**config.mk**
```make
export PLATFORM = sky130hd
export DESIGN_NAME = mips_cpu_ifetch
export DESIGN_NICKNAME = d
export VERILOG_FILES = /design/src/rtl/mips_cpu_ifetch.sv
export SDC_FILE = /design/constraint.sdc
export NUM_CORES = 1
export LEC_CHECK = 0
export BUFFER_PORTS_ARGS = -buffer_cell sky130_fd_sc_hd__buf_2
export CORE_ASPECT_RATIO = 0.5
export CORE_MARGIN = 3
export CORE_UTILIZATION = 30
export DETAILED_ROUTE_END_ITERATION = 8
export PLACE_DENSITY = 0.58
export REMOVE_ABC_BUFFERS = 1
export SYNTH_ARGS = -nofsm -noshare
export SYNTH_HDL_FRONTEND = slang
export SYNTH_SLANG_ARGS = --single-unit
```
**constraint.sdc**
```tcl
create_clock -name clk -period 1.3 [get_ports clk]
set_input_delay 0.13 -clock clk [delete_from_list [all_inputs] [get_ports clk]]
set_output_delay 0.13 -clock clk [all_outputs]
set_load 0.01 [all_outputs]
```
**src/rtl/mips_cpu_ifetch.sv**
```systemverilog
// rtl/mips_cpu_ifetch.sv - MIPS instruction fetch stage with a single-outstanding-read bus master
//
// Purpose:
//   Fetches one 32-bit instruction at a time from a little-endian memory bus
//   and presents it byte-swapped (big-endian order) to decode. A fetch of
//   address 0 halts the stage; a misaligned fetch faults it. Both conditions
//   are sticky until rst.
//
// Ports:
//   clk, rst          clock; synchronous active-high reset
//   pc, fetch_req     fetch address and request from the PC stage
//   stall             decode not ready: hold the current instruction
//   flush             redirect: discard any pending or held instruction
//   mem_*             bus master (address, read strobe, byte enables,
//                     waitrequest, readdata)
//   instr, instr_pc   fetched instruction and the address it came from
//   instr_valid       instr holds an unconsumed instruction
//   busy              a bus read is outstanding; fetch_req is ignored
//   halted, fault     sticky stop indications

module mips_cpu_ifetch (
  input  logic        clk,
  input  logic        rst,
  input  logic [31:0] pc,
  input  logic        fetch_req,
  input  logic        stall,
  input  logic        flush,
  output logic [31:0] mem_address,
  output logic        mem_read,
  output logic [3:0]  mem_byteenable,
  input  logic        mem_waitrequest,
  input  logic [31:0] mem_readdata,
  output logic [31:0] instr,
  output logic [31:0] instr_pc,
  output logic        instr_valid,
  output logic        busy,
  output logic        halted,
  output logic        fault
);

  typedef enum logic [2:0] {IDLE, REQ, VALID, DRAIN, HALT} state_t;

  state_t      state, state_n;
  logic [31:0] mem_address_n, instr_n, instr_pc_n;
  logic        mem_read_n, instr_valid_n, halted_n, fault_n;
  logic        accept;

  always_comb begin
    state_n       = state;
    mem_address_n = mem_address;
    mem_read_n    = mem_read;
    instr_n       = instr;
    instr_pc_n    = instr_pc;
    instr_valid_n = instr_valid;
    halted_n      = halted;
    fault_n       = fault;

    // A new fetch can start from IDLE, or straight out of VALID when decode
    // consumes the held instruction in the same cycle. flush always wins.
    accept = fetch_req && !flush &&
             ((state == IDLE) || ((state == VALID) && !stall));

    case (state)
      IDLE: ;
      REQ: begin
        if (!mem_waitrequest) begin
          mem_read_n = 1'b0;
          if (flush) begin
            state_n = IDLE;
          end else begin
            instr_n       = {mem_readdata[7:0], mem_readdata[15:8],
                             mem_readdata[23:16], mem_readdata[31:24]};
            instr_valid_n = 1'b1;
            state_n       = VALID;
          end
        end else if (flush) begin
          // The bus read cannot be withdrawn; let it complete and drop it.
          state_n = DRAIN;
        end
      end
      VALID: begin
        if (flush || !stall) begin
          instr_valid_n = 1'b0;
          state_n       = IDLE;
        end
      end
      DRAIN: begin
        if (!mem_waitrequest) begin
          mem_read_n = 1'b0;
          state_n    = IDLE;
        end
      end
      HALT: ;
      default: state_n = IDLE;
    endcase

    // Launch overrides the IDLE fallback chosen above for a consumed VALID.
    if (accept) begin
      if (pc == 32'd0) begin
        halted_n = 1'b1;
        state_n  = HALT;
      end else if (pc[1:0] != 2'b00) begin
        fault_n = 1'b1;
        state_n = HALT;
      end else begin
        mem_address_n = pc;
        instr_pc_n    = pc;
        mem_read_n    = 1'b1;
        state_n       = REQ;
      end
    end
  end

  always_ff @(posedge clk) begin
    if (rst) begin
      state       <= IDLE;
      mem_address <= 32'd0;
      mem_read    <= 1'b0;
      instr       <= 32'd0;
      instr_pc    <= 32'd0;
      instr_valid <= 1'b0;
      halted      <= 1'b0;
      fault       <= 1'b0;
    end else begin
      state       <= state_n;
      mem_address <= mem_address_n;
      mem_read    <= mem_read_n;
      instr       <= instr_n;
      instr_pc    <= instr_pc_n;
      instr_valid <= instr_valid_n;
      halted      <= halted_n;
      fault       <= fault_n;
    end
  end

  assign mem_byteenable = mem_read ? 4'b1111 : 4'b0000;
  assign busy           = (state == REQ) || (state == DRAIN);

endmodule

```
==> flow_metrics.env <==
export IMPL_vias_per_cell=4.31
export IMPL_nets=598
export IMPL_setup_ws_ns=-0.0876
export IMPL_period_needed_ns=1.39
export IMPL_vias=2895
export IMPL_grt_pass1_wl_mm=12.8
export IMPL_ant_nets=0
export IMPL_path_clk_slew_ns=0.05
export IMPL_overflow=0
export IMPL_rsz0062_at_grt="yes"
export IMPL_synth_top_cell_area_share_pct=42.4
export IMPL_status="finished, violations left"
export IMPL_worst_clock_skew_ns=0.00341
export IMPL_path_class="reg2reg"
export IMPL_fp_row_count=26
export IMPL_r2r_start="state[2]$_SDFFE_PP0P_"
export IMPL_yosys_warnings=0
export IMPL_synth_cell_types=33
export IMPL_slew_viol_final=0
export IMPL_cts_tree="done"
export IMPL_coreArea_um2=10500
export IMPL_fmax_ghz=0.721
export IMPL_end_kind="flip-flop"
export IMPL_hold_slack_ns=0.0417
export IMPL_r2r_setup_slack_ns=-0.09
export IMPL_grt_use_total_pct=12.7
export IMPL_failed_checks="negative setup slack"
export IMPL_rr_endpoint="instr[16]$_SDFFE_PP0P_"
export IMPL_initial_core_util_pct=31.8
export IMPL_slew_headroom_pct=79.0
export IMPL_htree_levels=3
export IMPL_setup_viol=63
export IMPL_hold_class="in2reg"
export IMPL_cts_root_buf="clkbuf_16"
export IMPL_cts_buffer_depth=2
export IMPL_min_to="instr[25]$_SDFFE_PP0P_"
export IMPL_crit_arrival_ns=1.59
export IMPL_drt_initial_drc_count=110
export IMPL_drv_cap=0
export IMPL_start_kind="flip-flop"
export IMPL_cts_num_sinks=71
export IMPL_hold_viol=0
export IMPL_die_width_um=155
export IMPL_period_share_pct=107
export IMPL_power_mw=5.98
export IMPL_ir_drop_mv=0.589
export IMPL_crit_fanout=32
export IMPL_cts_inserted_buffers=9
export IMPL_seq_area_frac_synth_pct=42.4
export IMPL_grt_pass1_vias=2578
export IMPL_clk_latency_ns=0.32
export IMPL_worstMarginPinSlew_ns=0.313
export IMPL_holdBufCountCts=0
export IMPL_dieHeight_um=80.7
export IMPL_place_hpwl_mm=6.08
export IMPL_port_buffers=174
export IMPL_ys_ff_latch=71
export IMPL_antenna_found_initial=0
export IMPL_routedWlPerCell_um=12.8
export IMPL_syn_area_um2=3350
export IMPL_yosys_area_top_type="dfxtp_1"
export IMPL_avgSynthCellArea_um2=9.15
export IMPL_io_pins=175
export IMPL_drc=0
export IMPL_hold_start="mem_readdata[1]"
export IMPL_dr_pass1_iters=4
export IMPL_cp_required_ns=1.50
export IMPL_hold_depth=3
export IMPL_reg2reg_depth=5
export IMPL_drive_above_1_share_pct=47.6
export IMPL_p_per_area_nw_per_um2=1270
export IMPL_p_leak_nw=2.39
export IMPL_die_area_um2=12500
export IMPL_grt_max_degree=49
export IMPL_final_util_pct=44.7
export IMPL_drt_wl_total_mm=8.61
export IMPL_synth_area_leaders="dfxtp_1 (42%), nand2b_1 (11%), mux2i_1 (9.0%)"
export IMPL_area_delta_synth_final_pct=40.8
export IMPL_gp_congestion=0.707
export IMPL_synthCells=366
export IMPL_antennaDiodeCount=0
==> cells in the final DEF (no fill, tap or decap), drive strengths merged, types with 3 or more instances in the layout <==
master and count:
a21oi 36, buf 207, clkbuf 16, dfxtp 71, mux2i 30, nand2 65
nand2b 61, nor2 7, nor3 3, nor4 9, or2b 3
==> critical path: stages (launching register included) <==
cell and delay (ns):
dfxtp_2 0.33, nand2b_1 0.15, or4_4 0.43, buf_12 0.19
nand2_1 0.10, a21oi_2 0.06
==> where the power goes <==
part	internal (mW)	switching, mW
clock network	1.37	0.840
logic	0.695	0.670
registers	2.32	0.0888
total	4.39	1.60
==> synthesized netlist by cell type (all sizes together) <==
cell      n
dfxtp    71
nand2    65
nand2b   61
buf      47
a21oi    36
mux2i    30
clkbuf   12
nor4      9
nor2      7
nor3      3
or2b      3
and3b     2
and4      2
and4b     2
inv       2
nand4     2
a211oi    1
a2bb2oi   1
a311oi    1
a31oi     1
nor4b     1
o211ai    1
o21ai     1
o2bb2ai   1
o311a     1
o32ai     1
or2       1
or4       1
==> kinds of logic (layout without fill, tap and decap cells) <==
group | count (synthesis) | after routing | synth area share (%)
AO/OA/AOI/OAI | 45 | 45 | 7.92
flip-flops | 71 | 71 | 42.4
buffers and inverters | 61 | 226 | 12.7
AND/OR/NAND/NOR | 159 | 159 | 28.0
multiplexers | 30 | 30 | 8.97
==> worst max path at each step <==
stage | start | slack, ns | endpoint | cells after the start
after floorplan | state[0]$_SDFFE_PP0P_ | -0.98 | instr_valid$_SDFFE_PP0P_ | 4
after CTS | state[0]$_SDFFE_PP0P_ | -0.09 | instr_pc[0]$_SDFFE_PP0P_ | 5
final | state[2]$_SDFFE_PP0P_ | -0.09 | instr[16]$_SDFFE_PP0P_ | 5
after detailed placement | pc[14] | -0.28 | instr_pc[6]$_SDFFE_PP0P_ | 6
after global routing | state[2]$_SDFFE_PP0P_ | -0.15 | instr[16]$_SDFFE_PP0P_ | 7
after global placement | pc[14] | -0.26 | instr_pc[31]$_SDFFE_PP0P_ | 6
==> state kept, by name, summed over array words and instances, names as in the netlist <==
register,count
state,3
instr_pc,32
instr_valid,1
fault,1
halted,1
mem_read,1
instr,32
==> metal layers <==
metal / GRT usage [%] / up-vias / share of wire [%]
met2: 22.0 / 78 / 49
met1: 15.3 / 1307 / 44
met4: 4.72 / 0 / 0.86
li1: - / 1504 / -
met5: 0 / - / 0
met3: 3.61 / 6 / 5.9
==> metrics by stage <==
| step | std cells | setup TNS, ns | cell area (um^2) | setup WS, ns |
|---|---|---|---|---|
| after floorplan | 307 | -45.36 | 2930 | -0.979 |
| after global placement | 652 | -11.35 | 4280 | -0.262 |
| after detailed placement | 652 | -11.49 | 4280 | -0.278 |
| after CTS | 666 | -2.43 | 4560 | -0.0866 |
| after global routing | 671 | -6.72 | 4710 | -0.146 |
| final | 671 | -2.44 | 4710 | -0.0876 |
==> final cells by class <==
type	instances	area [um^2]
clock buffer	13	260
sequential	71	1430
clock inverter	1	5.00
multi-input combinational	234	1570
tap	140	175
fill	1059	5830
timing repair buffer	210	1270
inverter	2	7.51
==> timing repair <==
item                       CTS  global route
cloned                       0             4
setup buffers                0             1
gates resized for setup      7            13
pin swaps                    0             2
setup endpoints to repair   67            70
No activity file was read; power rests on OpenSTA's default activity.
